<file path="config.mk">
export PLATFORM = sky130hd
export DESIGN_NAME = window_scan_ctrl
export DESIGN_NICKNAME = d
export VERILOG_FILES = /design/src/rtl/sobel_pkg.sv /design/src/rtl/scan_addr_gen.sv /design/src/rtl/window_scan_ctrl.sv
export SDC_FILE = /design/constraint.sdc
export NUM_CORES = 1
export LEC_CHECK = 0
export BUFFER_PORTS_ARGS = -buffer_cell sky130_fd_sc_hd__buf_4
export CAP_MARGIN = 20
export CORE_MARGIN = 2
export CORE_UTILIZATION = 30
export CTS_CLUSTER_SIZE = 10
export DETAILED_ROUTE_END_ITERATION = 7
export GPL_TIMING_DRIVEN = 0
export RECOVER_POWER = 25
export SYNTH_ARGS = -nofsm -noshare
export SYNTH_HDL_FRONTEND = slang
export SYNTH_HIERARCHICAL = 1
export SYNTH_SLANG_ARGS = --single-unit
</file>
<file path="constraint.sdc">
create_clock -name clk -period 9.27 [get_ports clk]
set_input_delay 0.927 -clock clk [delete_from_list [all_inputs] [get_ports clk]]
set_output_delay 0.927 -clock clk [all_outputs]
set_load 0.02 [all_outputs]
</file>
<file path="src/rtl/sobel_pkg.sv">
// sobel_pkg: shared types for the Sobel window scan controller
//   dir_t   - shift direction driven on shift_direc
//   state_t - scan controller FSM states
package sobel_pkg;
    typedef enum logic [1:0] {
        NONE  = 2'b00,
        LEFT  = 2'b01,
        RIGHT = 2'b10,
        UP    = 2'b11
    } dir_t;
    typedef enum logic [3:0] {
        IDLE, FILL_REQ, FILL_WAIT, EMIT, SHIFT_REQ, SHIFT_WAIT, COL_REQ, COL_WAIT, DONE
    } state_t;
endpackage

</file>
<file path="src/rtl/scan_addr_gen.sv">
// scan_addr_gen: pixel address and window slot for the current read
//   row, col   - registered window centre
//   dir        - direction of the last shift (selects the new column/row)
//   fill       - full 9-pixel fill instead of a 3-pixel column/row refresh
//   idx        - read index within the fill (0..8) or refresh (0..2)
//   pixel_addr - raster address row*IMG_W+col of the pixel to read
//   slot_idx   - target window slot 3*dr+dc
module scan_addr_gen import sobel_pkg::*; #(
    parameter int IMG_W = 640,
    parameter int IMG_H = 480,
    localparam int ADDR_W = $clog2(IMG_W * IMG_H),
    localparam int RW = $clog2(IMG_H),
    localparam int CW = $clog2(IMG_W)
) (
    input  logic [RW-1:0]     row,
    input  logic [CW-1:0]     col,
    input  dir_t              dir,
    input  logic              fill,
    input  logic [3:0]        idx,
    output logic [ADDR_W-1:0] pixel_addr,
    output logic [3:0]        slot_idx
);
    localparam logic [ADDR_W-1:0] ONE = ADDR_W'(1);
    logic [1:0] dr, dc;
    // Offsets from the window's top-left corner; a refresh touches one edge of the window.
    always_comb begin
        dr = fill ? 2'(idx / 4'd3) : dir == UP ? 2'd2 : idx[1:0];
        dc = fill ? 2'(idx % 4'd3) : dir == LEFT ? 2'd2 : dir == RIGHT ? 2'd0 : idx[1:0];
    end
    assign pixel_addr = (ADDR_W'(row) + ADDR_W'(dr) - ONE) * ADDR_W'(IMG_W) + ADDR_W'(col) + ADDR_W'(dc) - ONE;
    assign slot_idx   = {2'b00, dr} * 4'd3 + {2'b00, dc};
endmodule

</file>
<file path="src/rtl/window_scan_ctrl.sv">
// window_scan_ctrl: serpentine 3x3 window scan over an IMG_W x IMG_H frame
//   clk, rst                          - clock, asynchronous active-high reset
//   start                             - begin a frame scan (only seen in IDLE)
//   read_done, shift_done, proc_done  - acks from window buffer and Sobel stage
//   start_read, pixel_addr, slot_idx  - one-cycle pixel read request
//   start_shift, shift_direc          - one-cycle window shift request
//   window_valid, win_row, win_col    - complete window and its centre
//   busy, frame_done                  - not idle / end-of-frame pulse
module window_scan_ctrl import sobel_pkg::*; #(
    parameter int IMG_W = 640,
    parameter int IMG_H = 480,
    localparam int ADDR_W = $clog2(IMG_W * IMG_H),
    localparam int RW = $clog2(IMG_H),
    localparam int CW = $clog2(IMG_W)
) (
    input  logic              clk,
    input  logic              rst,
    input  logic              start,
    input  logic              read_done,
    input  logic              shift_done,
    input  logic              proc_done,
    output logic              start_read,
    output logic [ADDR_W-1:0] pixel_addr,
    output logic [3:0]        slot_idx,
    output logic              start_shift,
    output logic [1:0]        shift_direc,
    output logic              window_valid,
    output logic [RW-1:0]     win_row,
    output logic [CW-1:0]     win_col,
    output logic              busy,
    output logic              frame_done
);
    state_t state, state_nx;
    dir_t dir, dir_nx;
    logic [3:0] cnt;
    logic row_end, last_win;
    logic [ADDR_W-1:0] addr;
    logic [3:0] slot;

    // Rows with odd centre index (row-1 even) travel right, the others travel left.
    assign row_end  = win_row[0] ? win_col == CW'(IMG_W - 2) : win_col == CW'(1);
    assign last_win = row_end && win_row == RW'(IMG_H - 2);
    assign dir_nx   = row_end ? UP : win_row[0] ? LEFT : RIGHT;

    scan_addr_gen #(.IMG_W(IMG_W), .IMG_H(IMG_H)) u_addr (
        .row(win_row), .col(win_col), .dir(dir), .fill(state == FILL_REQ),
        .idx(cnt), .pixel_addr(addr), .slot_idx(slot)
    );

    always_ff @(posedge clk or posedge rst)
        if (rst) state <= IDLE;
        else     state <= state_nx;

    always_ff @(posedge clk or posedge rst)
        if (rst) begin
            win_row <= RW'(1);
            win_col <= CW'(1);
            cnt     <= '0;
            dir     <= NONE;
        end else begin
            if (state == IDLE && start) begin
                win_row <= RW'(1);
                win_col <= CW'(1);
                cnt     <= '0;
            end
            if ((state == FILL_WAIT || state == COL_WAIT) && read_done)
                cnt <= state_nx == EMIT ? 4'd0 : cnt + 4'd1;
            if (state == EMIT && proc_done) dir <= dir_nx;
            if (state == SHIFT_WAIT && shift_done) begin
                win_col <= dir == LEFT ? win_col + CW'(1) : dir == RIGHT ? win_col - CW'(1) : win_col;
                win_row <= dir == UP ? win_row + RW'(1) : win_row;
            end
        end

    always_comb begin
        state_nx = state;
        case (state)
            IDLE:       if (start) state_nx = FILL_REQ;
            FILL_REQ:   state_nx = FILL_WAIT;
            FILL_WAIT:  if (read_done) state_nx = cnt == 4'd8 ? EMIT : FILL_REQ;
            EMIT:       if (proc_done) state_nx = last_win ? DONE : SHIFT_REQ;
            SHIFT_REQ:  state_nx = SHIFT_WAIT;
            SHIFT_WAIT: if (shift_done) state_nx = COL_REQ;
            COL_REQ:    state_nx = COL_WAIT;
            COL_WAIT:   if (read_done) state_nx = cnt == 4'd2 ? EMIT : COL_REQ;
            DONE:       state_nx = IDLE;
            default:    state_nx = IDLE;
        endcase
    end

    // Address and slot are forced to zero outside a read so idle/reset outputs are clean.
    always_comb begin
        start_read   = state == FILL_REQ || state == COL_REQ;
        start_shift  = state == SHIFT_REQ;
        shift_direc  = state == SHIFT_REQ ? dir : NONE;
        window_valid = state == EMIT;
        busy         = state != IDLE;
        frame_done   = state == DONE;
        pixel_addr   = start_read ? addr : '0;
        slot_idx     = start_read ? slot : '0;
    end
endmodule

</file>
==> impl_metrics.json <==
{
  "status": "finished, final reports clean",
  "synth.most_common_cell": "inv_1",
  "synth_largest_area_cell": "ha_1",
  "max-slew-margin-rel_pct": 15.3,
  "synth.area.top_cells": "ha_1 (16%), dfrtp_1 (16%), xnor2_1 (8.6%), inv_1 (5.2%), a21oi_1 (4.1%)",
  "r2r_end": "state[3]",
  "route.met3.wl_um": 359,
  "ant_nets": 0,
  "cpMaxStageDelayCell": "fa_1",
  "cts_hold_buf": 0,
  "ios": 55,
  "ff2ff_setup_slack_ps": 7240,
  "routedWlPerCell_um": 13.5,
  "maxUsedRoutingLayer": "met4",
  "vias": 3932,
  "netlist_instances": 534,
  "synth_cell_types": 77,
  "hp-start": "win_col[0]",
  "clk_latency_ps": 270,
  "slew_violations": 0,
  "grt_pass1_wl_um": 17600,
  "place_inst": 769,
  "area_growth_pct": 18.2,
  "final_cells": 777,
  "synthTopCellsByCount": "inv_1 (59), ha_1 (55), xnor2_1 (42)",
  "wl_met1_um": 4910,
  "cp_max_fo": 7,
  "ys_async_sr_fraction_pct": 100,
  "drt_iter0_drc": 189,
  "die_y_um": 123,
  "start_kind": "flop",
  "max_freq_ghz": 0.126,
  "hold-path-endpoint": "win_col[0]",
  "coreArea_sq_um": 13900,
  "hold_path_depth": 1,
  "worstPathRequired_ps": 8340,
  "place_hpwl_um": 8430,
  "hold_violations": 0,
  "grtUsageTotal_pct": 14.2,
  "worst_pin_slew_ps": 1270,
  "hp-class": "flop to flop",
  "clock_skew_ps": 4.41,
  "synth_nets": 600,
  "avgSynthCellArea_sq_um": 7.98,
  "diodes": 0,
  "arrival_ps": 7040,
  "place_ws_ps": 1590,
  "routed_wirelength_um": 10500,
  "port_buffers": 54,
  "wl_met2_um": 5080,
  "maxCapViolations": 0,
  "rsz0062_at_grt": "no",
  "gp_congestion": 0.878,
  "post-cts-setup-buffer-count": 0,
  "ys_seq_area_share_pct": 17.1,
  "viasPerCell": 5.06,
  "cts_buffer_depth": 2,
  "fp.dieArea_sq_um": 15200,
  "synth_top_area_share_pct": 16.2,
  "drive_gt1_share_pct": 15.2,
  "cts_tree": "yes",
  "timing.final.crit_share_pct": 85.9,
  "antenna_found_initial": 0,
  "clkTransAtPathRegs_ps": 50,
  "crit_path_end_kind": "output port",
  "cts_max_level": 2,
  "numCtsBuffers": 5,
  "cts_resized": 0,
  "drc": 0,
  "cpMostUsedCell": "ha_1",
  "grt_start_max_net_pins": 22,
  "finalSetupTns_ps": 0,
  "reg2reg_depth": 6,
  "fin_nets": 662,
  "setup_viol": 0,
  "ys_ff_latch": 29,
  "die_width_um": 123,
  "row_count": 43,
  "grt_pass1_vias": 3743,
  "post-route-min-period_ps": 7960,
  "root_buffer": "clkbuf_16",
  "start_util_pct": 30.7,
  "firstDrtPassIters": 6,
  "worst-setup-path-type": "flop to output port",
  "cpPeakStageDelay_ps": 460,
  "synth_edf_count": 0,
  "yosys_warnings": 6,
  "clock-sinks": 29,
  "syn-cell-area_sq_um": 4260,
  "synthFlopType": "dfrtp_1",
  "grt_overflow_total": 0,
  "finalWorstSetupSlack_ps": 1310,
  "rr_startpoint": "win_col[3]"
}
[cell type report]
class / count / area, sq um
fill: 1482 / 8850
multi-input combinational: 430 / 3210
sequential: 29 / 728
timing repair buffer: 55 / 409
tap: 180 / 225
inverter: 59 / 221
clock buffer: 6 / 129
buffer: 16 / 101
clock inverter: 2 / 10.0
[cell usage in the layout (no fill, tap or decap), types with 7 or more instances in the layout]
cell,netlist,final
xnor2_1,42,42
ha_1,55,55
nand2b_1,14,14
and3_1,11,11
nor2b_1,7,7
o21ai_0,14,14
dfrtp_1,27,27
nand2_1,32,32
nor2_1,36,36
xor2_1,11,11
and2_1,26,26
buf_4,4,57
a21oi_1,35,35
inv_1,59,59
clkbuf_1,5,7
o21a_1,7,7
nand3_1,26,26
a21o_1,7,7
[worst max-delay path, delay by kind of cell (launching register included)]
kind / cells / cell delay [ps]
buffers and inverters: 3 / 250
XOR/XNOR: 3 / 550
multiplexers: 1 / 180
AND/OR/NAND/NOR: 7 / 1500
adder cells (fa/ha/maj): 8 / 2200
flip-flops: 1 / 430
AO/OA/AOI/OAI: 9 / 1650
[flip-flops by register name (all words and copies together), names as in the netlist]
signal   count
cnt          4
dir          2
state        4
win_col     10
win_row      9
[kinds of logic after synthesis]
logic type / share of synthesized area (%)
buf+inv: 7.58
mux: 0.705
flops: 17.1
xor+xnor: 10.9
compound gates: 19.1
simple gates: 26.1
fa+ha+maj: 18.5
[worst max-delay path by stage]
| stage | depth (start not counted) | slack [ps] | startpoint | to |
|---|---|---|---|---|
| after floorplan | 30 | 2190 | cnt[3] | pixel_addr[18] |
| after global placement | 31 | 1730 | cnt[3] | pixel_addr[18] |
| after detailed placement | 31 | 1590 | cnt[3] | pixel_addr[18] |
| after CTS | 31 | 1290 | cnt[3] | pixel_addr[18] |
| after global routing | 31 | 700 | cnt[3] | pixel_addr[18] |
| final | 31 | 1310 | cnt[3] | pixel_addr[18] |
[stage by stage]
| step | hold slack, ps | cell area (sq um) | util [%] |
|---|---|---|---|
| final | 607 | 5030 | 36.3 |
| after global routing | 642 | 5030 | 36.3 |
| after CTS | 606 | 5060 | 36.4 |
| after detailed placement | 595 | 4920 | 35.4 |
| after global placement | 583 | 4890 | 35.2 |
| after floorplan | 535 | 4260 | - |
[layer usage]
| metal | up-vias | track usage, % |
|---|---|---|
| met3 | 11 | 1.34 |
| met4 | 0 | 3.69 |
| met1 | 1837 | 18.8 |
| met2 | 84 | 24.5 |
| met5 | - | 0 |
| li1 | 2000 | - |
Power is left out: the tool's default activity adds up to more than one toggle a clock period on the data nets, which glitch-free logic cannot reach.
